## src/rtl/id_ex_stage.sv

```systemverilog
// ID/EX pipeline register with execute-operand forwarding select and load-use interlock.
// A load-use hazard holds fetch/decode for LOAD_USE_STALL cycles while bubbles enter ID/EX.
module id_ex_stage #(
  parameter int LOAD_USE_STALL = 2,
  parameter int CNT_W          = 16
) (
  input  logic             clk,
  input  logic             rst,
  input  logic [31:0]      dec_ir,
  input  logic [31:0]      dec_pc,
  input  logic [31:0]      dec_rs1_val,
  input  logic [31:0]      dec_rs2_val,
  input  logic             flush,
  input  logic [1:0]       f_rs1,
  input  logic [1:0]       f_rs2,
  input  logic [31:0]      fwd_1,
  input  logic [31:0]      fwd_2,
  output logic [31:0]      id_ex_ir,
  output logic [31:0]      id_ex_pc,
  output logic [31:0]      ex_op_a,
  output logic [31:0]      ex_op_b,
  output logic             stall,
  output logic [CNT_W-1:0] bubble_cnt
);

  typedef enum logic {RUN, LU_STALL} state_t;

  localparam logic [6:0] OP_OP     = 7'b0110011;
  localparam logic [6:0] OP_IMM    = 7'b0010011;
  localparam logic [6:0] OP_LOAD   = 7'b0000011;
  localparam logic [6:0] OP_STORE  = 7'b0100011;
  localparam logic [6:0] OP_BRANCH = 7'b1100011;
  localparam logic [6:0] OP_JALR   = 7'b1100111;
  localparam logic [2:0] REM_INIT  = 3'(LOAD_USE_STALL - 1);

  state_t      state, state_nxt;
  logic [2:0]  rem, rem_nxt;
  logic [31:0] rs1_p1, rs2_p1;
  logic        hz, load_bubble;
  logic [4:0]  ld_rd;

  function automatic logic uses_rs1(input logic [6:0] op);
    return (op == OP_OP) || (op == OP_IMM) || (op == OP_LOAD) ||
           (op == OP_STORE) || (op == OP_BRANCH) || (op == OP_JALR);
  endfunction

  function automatic logic uses_rs2(input logic [6:0] op);
    return (op == OP_OP) || (op == OP_STORE) || (op == OP_BRANCH);
  endfunction

  function automatic logic [CNT_W-1:0] sat_inc(input logic [CNT_W-1:0] v);
    return (&v) ? v : v + 1'b1;
  endfunction

  // A bubble in ID/EX carries opcode 0, so hz self-clears once the load has moved on.
  assign ld_rd = id_ex_ir[11:7];
  assign hz    = (id_ex_ir[6:0] == OP_LOAD) && (ld_rd != 5'd0) &&
                 (((ld_rd == dec_ir[19:15]) && uses_rs1(dec_ir[6:0])) ||
                  ((ld_rd == dec_ir[24:20]) && uses_rs2(dec_ir[6:0])));

  // Stage boundary: interlock FSM state register
  always_ff @(posedge clk or posedge rst) begin
    if (rst) begin
      state <= RUN;
      rem   <= 3'd0;
    end else begin
      state <= state_nxt;
      rem   <= rem_nxt;
    end
  end

  always_comb begin
    state_nxt = state;
    rem_nxt   = rem;
    if (flush) begin
      state_nxt = RUN;
      rem_nxt   = 3'd0;
    end else begin
      case (state)
        RUN: begin
          if (hz && (LOAD_USE_STALL > 1)) begin
            state_nxt = LU_STALL;
            rem_nxt   = REM_INIT;
          end
        end
        LU_STALL: begin
          rem_nxt = rem - 3'd1;
          if (rem == 3'd1) state_nxt = RUN;
        end
        default: state_nxt = RUN;
      endcase
    end
  end

  always_comb begin
    stall       = !flush && ((state == LU_STALL) || hz);
    load_bubble = flush || stall;
  end

  // Stage boundary: ID/EX register and bubble counter
  always_ff @(posedge clk or posedge rst) begin
    if (rst) begin
      id_ex_ir   <= '0;
      id_ex_pc   <= '0;
      rs1_p1     <= '0;
      rs2_p1     <= '0;
      bubble_cnt <= '0;
    end else begin
      if (load_bubble) begin
        id_ex_ir <= '0;
        id_ex_pc <= '0;
        rs1_p1   <= '0;
        rs2_p1   <= '0;
      end else begin
        id_ex_ir <= dec_ir;
        id_ex_pc <= dec_pc;
        rs1_p1   <= dec_rs1_val;
        rs2_p1   <= dec_rs2_val;
      end
      if (stall) bubble_cnt <= sat_inc(bubble_cnt);
    end
  end

  // Stage boundary: forwarding-resolved execute operands
  always_comb begin
    ex_op_a = (f_rs1 != 2'b00) ? fwd_1 : rs1_p1;
    ex_op_b = (f_rs2 != 2'b00) ? fwd_2 : rs2_p1;
  end

endmodule

```

## config.mk

```make
export PLATFORM = sky130hd
export DESIGN_NAME = id_ex_stage
export DESIGN_NICKNAME = d
export VERILOG_FILES = /design/src/rtl/id_ex_stage.sv
export SDC_FILE = /design/constraint.sdc
export NUM_CORES = 1
export LEC_CHECK = 0
export ABC_AREA = 1
export BUFFER_PORTS_ARGS = -buffer_cell sky130_fd_sc_hd__buf_2
export CORE_MARGIN = 5
export CORE_UTILIZATION = 40
export CTS_CLUSTER_SIZE = 20
export DETAILED_ROUTE_END_ITERATION = 8
export GPL_ROUTABILITY_DRIVEN = 0
export GPL_TIMING_DRIVEN = 0
export PLACE_DENSITY = 0.75
export SYNTH_ARGS = -nofsm -noshare
export SYNTH_HDL_FRONTEND = slang
export SYNTH_SLANG_ARGS = --single-unit
export TNS_END_PERCENT = 50
```

## constraint.sdc

```tcl
create_clock -name clk -period 4.4 [get_ports clk]
set_input_delay 0.44 -clock clk [delete_from_list [all_inputs] [get_ports clk]]
set_output_delay 0.44 -clock clk [all_outputs]
set_load 0.01 [all_outputs]
```

==> summary.md <==
| Metric | Value |
|---|---|
| Run status | finished, final reports clean |
| Slowest-stage cell, CP | dfrtp_1 |
| Worst path depth | 10 |
| Clk Latency, worst-skew pair | approximately 0.42 ns |
| Hold WC Path Type | input port to async pin |
| Layout Cells excl Fill | 1276 |
| R2R Path Start | bubble_cnt[0] |
| Fill cells | 1419 |
| Placed Cells | 1241 |
| Period utilization | 0.521 |
| Wire length per cell | 14.9 um |
| Gr ovfl total | 0 |
| CTS Sinks | 148 |
| Delay-heaviest family, CP | simple AND/OR/NAND/NOR gates |
| Total number of vias | roughly 5500 |
| Pre-Repair DR Iteration Count | 4 |
| FF+latch count, synth | between 100 and 150 |
| Final ANT Viol Nets | 0 |
| Setup Viol. Count Final | 0 |
| Leakage power | 5.39 nW |
| Postcts setup bufs | 0 |
| Fin nets | ~1200 |
| H-tree Lvls | 4 |
| FF-to-FF path depth | 9 |
| RSZ-0062 raised after global routing | false |
| Die W | 137 um |
| Most common cell after layout, fill and taps aside | buf_2 |
| Max-slew headroom | 0.509 |
| Max incr delay on CP | 0.41 ns |
| Synth unique cells | 29 |
| Synth Instances | 679 |
| Period minus WS final | 2.29 ns |
| Type of the worst setup path | flop to primary output |
| Top Ports | 344 |
| Vias per cell | about 4.3 |
| Syn_nets | a little under 900 |
| Hold-fix buffer count after cts | 0 |
| IO Port Bufs | approximately 340 |
| Syn-to-layout area delta | 40.2% |
| R2R Path End | bubble_cnt[10] |
| Crit path top cell by count | nor2_1 |
| Initial Util | 0.407 |
| CP Cell Sequence | nor2_1 -> nand3_1 -> nor2_1 -> nand3_1 -> nor2_1 -> nand2_2 -> nand2_4 -> nand2_1 -> inv_1 -> buf_2 |
| MaxCap Viol Count | 0 |
| Syn avg cell area | 9.53 um2 |
| Die height | 137 um |
| CP Max Fanout | 10 |
| Pins over their slew limit | 0 |
| CTS tree | built |
| Commonest cells after routing, fill and taps aside | 363 x buf_2, 149 x nor2_1, 148 x inv_1, 148 x dfrtp_1, 72 x nand2_1 |
| Max Clock Skew | approximately 0.018 ns |
| Setup_tns | 0 ns |
| Core ar. | 0.0159 mm2 |
| Hold Vio Cnt, Final | 0 |
| Post-DP HPWL | ~15 mm |
| Row count | 46 |
| Yosys Warn Count | 0 |
| Vias in the first global route | 5579 |
| GRT Overall Usage | 0.197 |
| Global-route wire length before repair | 28.1 mm |
| Netlist Area Pre-Place | 0.00647 mm2 |
| Critical path required time | between 3 and 4 ns |
| Worst VDD drop | 0.229 mV |
| Total Wirelength | about 19 mm |
| Total CTS buffers | 17 |
| Worst reg-to-reg setup slack | roughly 2.6 ns |
| Largest net degree at the start of global routing | 44 |
| Initial antenna violation count | 3 |
| Sequential-to-total area share from yosys stat | 0.573 |
| Initial DRC count | around 190 |
| Clk slew on worst S/H paths | 0.06 ns |
| Sequential cell area | 0.00370 mm2 |
| Root Buffer | clkbuf_16 |
| Worst setup SP type | flop |
| Max Root-Sink Buffers | 2 |
| Crit path DAT | between 1.5 and 2 ns |
| Die area | 0.0188 mm2 |
| PD cells | 353 mW/mm2 |
| Slew @ Worst Pin | 0.735 ns |
| Remaining DRCs | 0 |
| Critical path buffers and inverters | 2 |
| Setup crit end kind | primary output |
| Multi-input gate area | 0.00206 mm2 |
| Fmax achieved | 0.437 GHz |
| PostCTS Resize Cnt | 0 |
| Share of cells above drive strength 1 | 0.450 |
[flip-flops by register name (all words and copies together) (netlist names)]
signal      count
id_ex_ir       32
id_ex_pc       32
rs1_p1         32
rs2_p1         32
bubble_cnt     16
rem             3
state           1
[layer usage]
metal	global-route usage	vias to the layer above	wire, um
met5	0	-	0
li1	-	2751	-
met4	0.0754	0	418
met2	0.357	206	10000
met3	0.0544	27	1540
met1	0.218	2555	7090
[worst register-to-register path, stage by stage, from the launching register on]
cell     delay [ns]
dfrtp_1        0.41
ha_1           0.21
inv_1          0.09
nor2_4         0.17
nand3_2        0.12
nor3_2         0.16
nand2_2        0.16
buf_2          0.23
nand4_1        0.13
nand2_1        0.06
[through the flow]
step	setup WS, ns	power [W]	instance area (um2)	util	hold WS (ns)
after floorplan	2.10	0.00167	6470	-	0.507
after global placement	1.18	0.00188	8460	0.533	0.502
after detailed placement	2.26	0.00189	8520	0.536	0.513
after CTS	2.05	0.00325	9060	0.570	0.137
after global routing	1.95	0.00335	9070	0.571	0.178
final	2.11	0.00321	9070	0.571	0.146
[area by class of cell]
class	count	area share
clock buffer	20	0.0481
antenna	3	0.000828
timing repair buffer	346	0.196
clock inverter	12	0.0117
inverter	153	0.0637
multi-input combinational	353	0.227
tap	216	0.0298
buffer	25	0.0148
sequential	148	0.408
[synthesized netlist by cell type, drive strengths merged]
master,n,share of area
inv,153,0.089
nor2,151,0.089
dfrtp,148,0.57
nand2,75,0.045
mux2,64,0.11
buf,24,0.020
nand4,18,0.017
xor2,13,0.018
nand3,11,0.012
xnor2,6,0.0081
nor3,5,0.0046
ha,3,0.0058
a21oi,2,0.0015
o21ai,2,0.0015
o22ai,2,0.0019
a211o,1,0.0014
clkbuf,1,0.00058
[worst max-delay path by stage]
stage	slack, ns	startpoint	endpoint
6_report	2.11	id_ex_ir[3]	stall
2_1_floorplan	2.10	rst	bubble_cnt[0]
3_3_place_gp	1.18	rst	rs1_p1[8]
4_1_cts	2.05	id_ex_ir[3]	stall
5_1_grt	1.95	id_ex_ir[10]	stall
3_5_place_dp	2.26	f_rs1[1]	ex_op_a[29]
[cells by family (layout without fill, tap and decap cells)]
logic type / count (synthesis) / count (layout) / share of synthesized area
flops: 148 / 148 / 0.573
mux: 64 / 64 / 0.111
compound gates: 7 / 7 / 0.00638
fa+ha+maj: 3 / 3 / 0.00580
simple gates: 260 / 260 / 0.169
other cells: 0 / 3 / 0
xor+xnor: 19 / 19 / 0.0257
buf+inv: 178 / 556 / 0.109
[where the power goes]
| group | internal [W] | switching [W] | total [W] |
|---|---|---|---|
| Sequential | 0.00142 | 0.0000230 | 0.00145 |
| Clock | 0.000777 | 0.000564 | 0.00134 |
| Combinational | 0.000198 | 0.000221 | 0.000419 |
| Total | 0.00240 | 0.000808 | 0.00321 |
(Power assumes the default switching activity.)
